**src/rtl/board_state_ctrl.sv**
```systemverilog
// board_state_ctrl
//   Owns the registered 3x3 tic-tac-toe board and drives pos1..pos9 into an
//   external combinational winner detector. It accepts one move request per
//   cycle and validates it. A valid move writes the mover's mark. The next
//   cycle (CHECK) samples winner/who_win. The controller then either
//   alternates the turn or freezes the board in OVER on a win or a
//   full-board draw.
//   Optional feature macro: UNDO_EN (adds `undo` and a one-deep last-move
//   register).
// Ports
//   clk, rst              rising-edge clock, synchronous active-high reset
//   new_game              clear board and return to PLAY (drops same-cycle move)
//   move_valid, move_pos  move request strobe and square 1..9 (row-major)
//   winner, who_win       from the detector, combinational on pos*
//   undo (UNDO_EN only)   take back the last accepted move
//   pos1..pos9            square contents: 00 empty, 01 X, 10 O
//   turn                  mark of the player to move
//   move_accept/reject    1-cycle result pulses
//   move_count            squares filled, 0..9
//   game_over, win_mark, draw  end-of-game status
module board_state_ctrl #(
  parameter logic [1:0] FIRST_PLAYER = 2'b01
) (
  input  logic       clk,
  input  logic       rst,
  input  logic       new_game,
  input  logic       move_valid,
  input  logic [3:0] move_pos,
  input  logic       winner,
  input  logic [1:0] who_win,
`ifdef UNDO_EN
  input  logic       undo,
`endif
  output logic [1:0] pos1, pos2, pos3, pos4, pos5, pos6, pos7, pos8, pos9,
  output logic [1:0] turn,
  output logic       move_accept,
  output logic       move_reject,
  output logic [3:0] move_count,
  output logic       game_over,
  output logic [1:0] win_mark,
  output logic       draw
);

  typedef enum logic [1:0] {PLAY = 2'd0, CHECK = 2'd1, OVER = 2'd2} state_t;

  state_t          state, state_nxt;
  logic [8:0][1:0] board, board_nxt;
  logic [1:0]      turn_nxt, win_mark_nxt;
  logic [3:0]      count_nxt;
  logic            accept_nxt, reject_nxt, over_nxt, draw_nxt;

  logic [3:0] idx;
  logic       pos_ok, sq_free, do_move, do_undo;

  assign idx     = move_pos - 4'd1;
  assign pos_ok  = (move_pos >= 4'd1) && (move_pos <= 4'd9);
  assign sq_free = pos_ok && (board[idx] == 2'b00);

`ifdef UNDO_EN
  logic       last_vld, last_vld_nxt;
  logic [3:0] last_idx, last_idx_nxt;
  assign do_undo = (state == PLAY) && undo && last_vld && (move_count != 4'd0);
`else
  assign do_undo = 1'b0;
`endif

  // An undo in the same cycle as a move request wins; the move is refused.
  assign do_move = (state == PLAY) && move_valid && sq_free && !do_undo;

  // State register
  always_ff @(posedge clk) begin
    if (rst) state <= PLAY;
    else     state <= state_nxt;
  end

  // Next-state logic
  always_comb begin
    state_nxt = state;
    if (new_game) state_nxt = PLAY;
    else begin
      case (state)
        PLAY:    if (do_move) state_nxt = CHECK;
        CHECK:   state_nxt = (winner || move_count == 4'd9) ? OVER : PLAY;
        OVER:    state_nxt = OVER;
        default: state_nxt = PLAY;
      endcase
    end
  end

  // Output / datapath next values
  always_comb begin
    board_nxt    = board;
    turn_nxt     = turn;
    count_nxt    = move_count;
    accept_nxt   = 1'b0;
    reject_nxt   = 1'b0;
    over_nxt     = game_over;
    draw_nxt     = draw;
    win_mark_nxt = win_mark;
`ifdef UNDO_EN
    last_vld_nxt = last_vld;
    last_idx_nxt = last_idx;
`endif
    if (new_game) begin
      board_nxt    = '0;
      turn_nxt     = FIRST_PLAYER;
      count_nxt    = 4'd0;
      over_nxt     = 1'b0;
      draw_nxt     = 1'b0;
      win_mark_nxt = 2'b00;
`ifdef UNDO_EN
      last_vld_nxt = 1'b0;
`endif
    end else begin
      reject_nxt = move_valid && !do_move;
      if (do_move) begin
        board_nxt[idx] = turn;
        count_nxt      = move_count + 4'd1;
        accept_nxt     = 1'b1;
`ifdef UNDO_EN
        last_vld_nxt   = 1'b1;
        last_idx_nxt   = idx;
`endif
      end
`ifdef UNDO_EN
      if (do_undo) begin
        board_nxt[last_idx] = 2'b00;
        count_nxt           = move_count - 4'd1;
        turn_nxt            = ~turn;
        last_vld_nxt        = 1'b0;
      end
`endif
      // The winner check precedes the draw check so a win on the ninth
      // move is reported as a win.
      if (state == CHECK) begin
        if (winner) begin
          win_mark_nxt = who_win;
          over_nxt     = 1'b1;
        end else if (move_count == 4'd9) begin
          draw_nxt = 1'b1;
          over_nxt = 1'b1;
        end else begin
          turn_nxt = ~turn;
        end
      end
    end
  end

  always_ff @(posedge clk) begin
    if (rst) begin
      board       <= '0;
      turn        <= FIRST_PLAYER;
      move_count  <= 4'd0;
      move_accept <= 1'b0;
      move_reject <= 1'b0;
      game_over   <= 1'b0;
      draw        <= 1'b0;
      win_mark    <= 2'b00;
`ifdef UNDO_EN
      last_vld    <= 1'b0;
      last_idx    <= 4'd0;
`endif
    end else begin
      board       <= board_nxt;
      turn        <= turn_nxt;
      move_count  <= count_nxt;
      move_accept <= accept_nxt;
      move_reject <= reject_nxt;
      game_over   <= over_nxt;
      draw        <= draw_nxt;
      win_mark    <= win_mark_nxt;
`ifdef UNDO_EN
      last_vld    <= last_vld_nxt;
      last_idx    <= last_idx_nxt;
`endif
    end
  end

  assign pos1 = board[0];
  assign pos2 = board[1];
  assign pos3 = board[2];
  assign pos4 = board[3];
  assign pos5 = board[4];
  assign pos6 = board[5];
  assign pos7 = board[6];
  assign pos8 = board[7];
  assign pos9 = board[8];

endmodule
```
**config.mk**
```make
export PLATFORM = sky130hd
export DESIGN_NAME = board_state_ctrl
export DESIGN_NICKNAME = d
export VERILOG_FILES = /design/src/rtl/board_state_ctrl.sv
export SDC_FILE = /design/constraint.sdc
export NUM_CORES = 1
export LEC_CHECK = 0
export ABC_AREA = 0
export CORE_MARGIN = 5
export CORE_UTILIZATION = 44
export CTS_CLUSTER_SIZE = 10
export DETAILED_ROUTE_END_ITERATION = 8
export PLACE_DENSITY = 0.84
export SETUP_SLACK_MARGIN = 0.02
export SYNTH_ARGS = -nofsm -noshare
export SYNTH_HDL_FRONTEND = slang
export SYNTH_SLANG_ARGS = --single-unit
```
**constraint.sdc**
```tcl
create_clock -name clk -period 2.07 [get_ports clk]
set_input_delay 0.3105 -clock clk [delete_from_list [all_inputs] [get_ports clk]]
set_output_delay 0.3105 -clock clk [all_outputs]
set_load 0.005 [all_outputs]
```
==> flow_metrics.tcl <==
set metrics [dict create \
    status "finished clean" \
    io_buffer_count 40 \
    insertion_delay_ps 280 \
    hold_class "register to register" \
    slew-limit-headroom 0.729 \
    num_antenna_cells 0 \
    dieArea_mm2 0.00516 \
    fp-row-count 22 \
    final_cells 290 \
    synth_top_area_frac 0.381 \
    grt_usage 0.164 \
    synth_common_cells "dfxtp_1 (32), nor2_1 (25), mux2i_1 (21)" \
    synth.net_count 200 \
    dr.pass1.iters 4 \
    irDropWorstVdd_mv 0.532 \
    seq_area_frac_synth 0.381 \
    ios 41 \
    htreeDepth 2 \
    async_reset_ff_frac 0 \
    slew_violations 0 \
    netlist_instances 182 \
    vias_per_cell 5.29 \
    synth_area_mm2 0.00168 \
    final_area_mm2 0.00243 \
    initial_core_util 0.456 \
    ant_nets 0 \
    yosys_warnings 0 \
    clk_path_buf_depth 2 \
    fin_skew_ps 6.69 \
    num_vias 1534 \
    grt_pass1_wl_mm 6.80 \
    core_area_mm2 0.00369 \
    synth_ff_type "dfxtp_1" \
    clk_pin_slew_ps 70 \
    dp_slack_ps -495 \
    wl_mm 4.15 \
    fin_crit_ps 1940 \
    ctsHoldBuffers 0 \
    synth_top_area_cell "dfxtp_1" \
    cp-start-kind "input port" \
    wl_per_cell_um 14.3 \
    setup_viol 0 \
    drive_gt1_frac 0.202 \
    area_delta_synth_final_pct 44.6 \
    ys_types 44 \
    criticalPathCategory "input port to register" \
    synth_edf_count 0 \
    place_area_mm2 0.00228 \
    setup_tns_ps 0 \
    clock-sinks 32 \
    power_density_mw_per_mm2 556 \
    drv_cap 0 \
    drt-initial-drc-count 111 \
    worst_pin_slew_ps 406 \
    avgSynthCellArea_um2 9.23 \
    layout_setup_ws_ps 129 \
    grt_pass1_vias 1455 \
    worst_setup_path_end_kind "register" \
    numCtsBuffers 5 \
    arrival_ps 2150 \
    drcViolationCount 0 \
    grt.overflow.total 0 \
    cp_max_fo 6 \
    grt_max_degree 20 \
    ys_ff_latch 32 \
    rsz0062_at_grt "no" \
    cts_tree "yes" \
    yosysMostFrequentCell "dfxtp_1" \
    root_buffer "clkbuf_8" \
    fin_nets 260 \
    hold_violations 0 \
    place_congestion 0.829 \
    dp_hpwl_mm 3.09 \
    dp_cells 281 \
    final_util 0.659 \
    die_w_um 71.8 \
    die_height_um 71.8 \
    timing.fmax_mhz 515 \
    synth_area_leaders "dfxtp_1 (38%), mux2i_1 (13%), nor2_1 (5.6%)" \
    antenna_found_initial 0 \
    p_leak_nw 0.985 \
    p_total_mw 1.35 \
    period_share 0.938 \
    whs_ps 447 \
    worstPathRequired_ps 2280 \
]
[cell families after synthesis]
| kind of cell | synth area share |
|---|---|
| mux | 0.138 |
| flops | 0.381 |
| fa+ha+maj | 0.0521 |
| buf+inv | 0.0357 |
| xor+xnor | 0.0156 |
| simple gates | 0.214 |
| compound gates | 0.163 |
[layout make-up]
cell class                 count  area [um^2]
multi-input combinational    137         1050
tap                           48         60.1
inverter                       4         15.0
fill                         310         1260
timing repair buffer          62          564
sequential                    32          641
clock buffer                   7         96.3
[placed cells by master, fill, tap and decap left out, drive strengths merged, types with 4 or more instances in the layout]
cell type,Yosys,layout
clkdlybuf4s50,0,36
mux2i,21,21
inv,4,4
nand2,17,17
buf,4,22
ha,7,7
o2111ai,4,4
dfxtp,32,32
nor2,25,25
a211oi,4,4
clkbuf,5,7
nand4,4,4
a21oi,6,6
[where the power goes]
group	leakage (nW)	switching [mW]	internal, mW
combinational	0.677	0.112	0.108
clock	0.0503	0.208	0.296
sequential	0.258	0.00606	0.622
[registers in the layout (all words and copies together), names as in the netlist]
register / cells
pos6: 2
pos1: 2
pos2: 2
pos7: 2
turn: 2
game_over: 1
pos5: 2
draw: 1
move_count: 4
move_accept: 1
pos4: 2
pos8: 2
win_mark: 2
pos3: 2
state: 2
pos9: 2
move_reject: 1
[layer usage]
layer	global-route usage	vias to the layer above	part of all wire
li1	-	778	-
met1	0.229	707	0.48
met2	0.253	43	0.46
met3	0.0337	6	0.043
met4	0.0501	0	0.012
met5	0	-	0
[path summary, 6_finish.rpt]
check	to	slack [ps]	start	cells past startpoint
setup reg to reg	pos3[1]	300	state[1]	5
setup / recovery	move_count[2]	130	move_pos[1]	8
hold / removal	game_over	450	game_over	2
hold reg to reg	game_over	450	game_over	2
[worst max-delay path: stages]
cell and delay, ps:
dlygate4sd2_1 230, inv_2 80, ha_4 290, nor3_1 60, a2111o_1 390, a32o_2 320, o211ai_1 250, mux2i_1 210
[repair_timing]
item,CTS,global route
setup endpoints to repair,23,13
gates resized for setup,8,5
buffers inserted,2,0
pin swaps,5,2
Note: power is estimated with default switching activity, not from simulation.
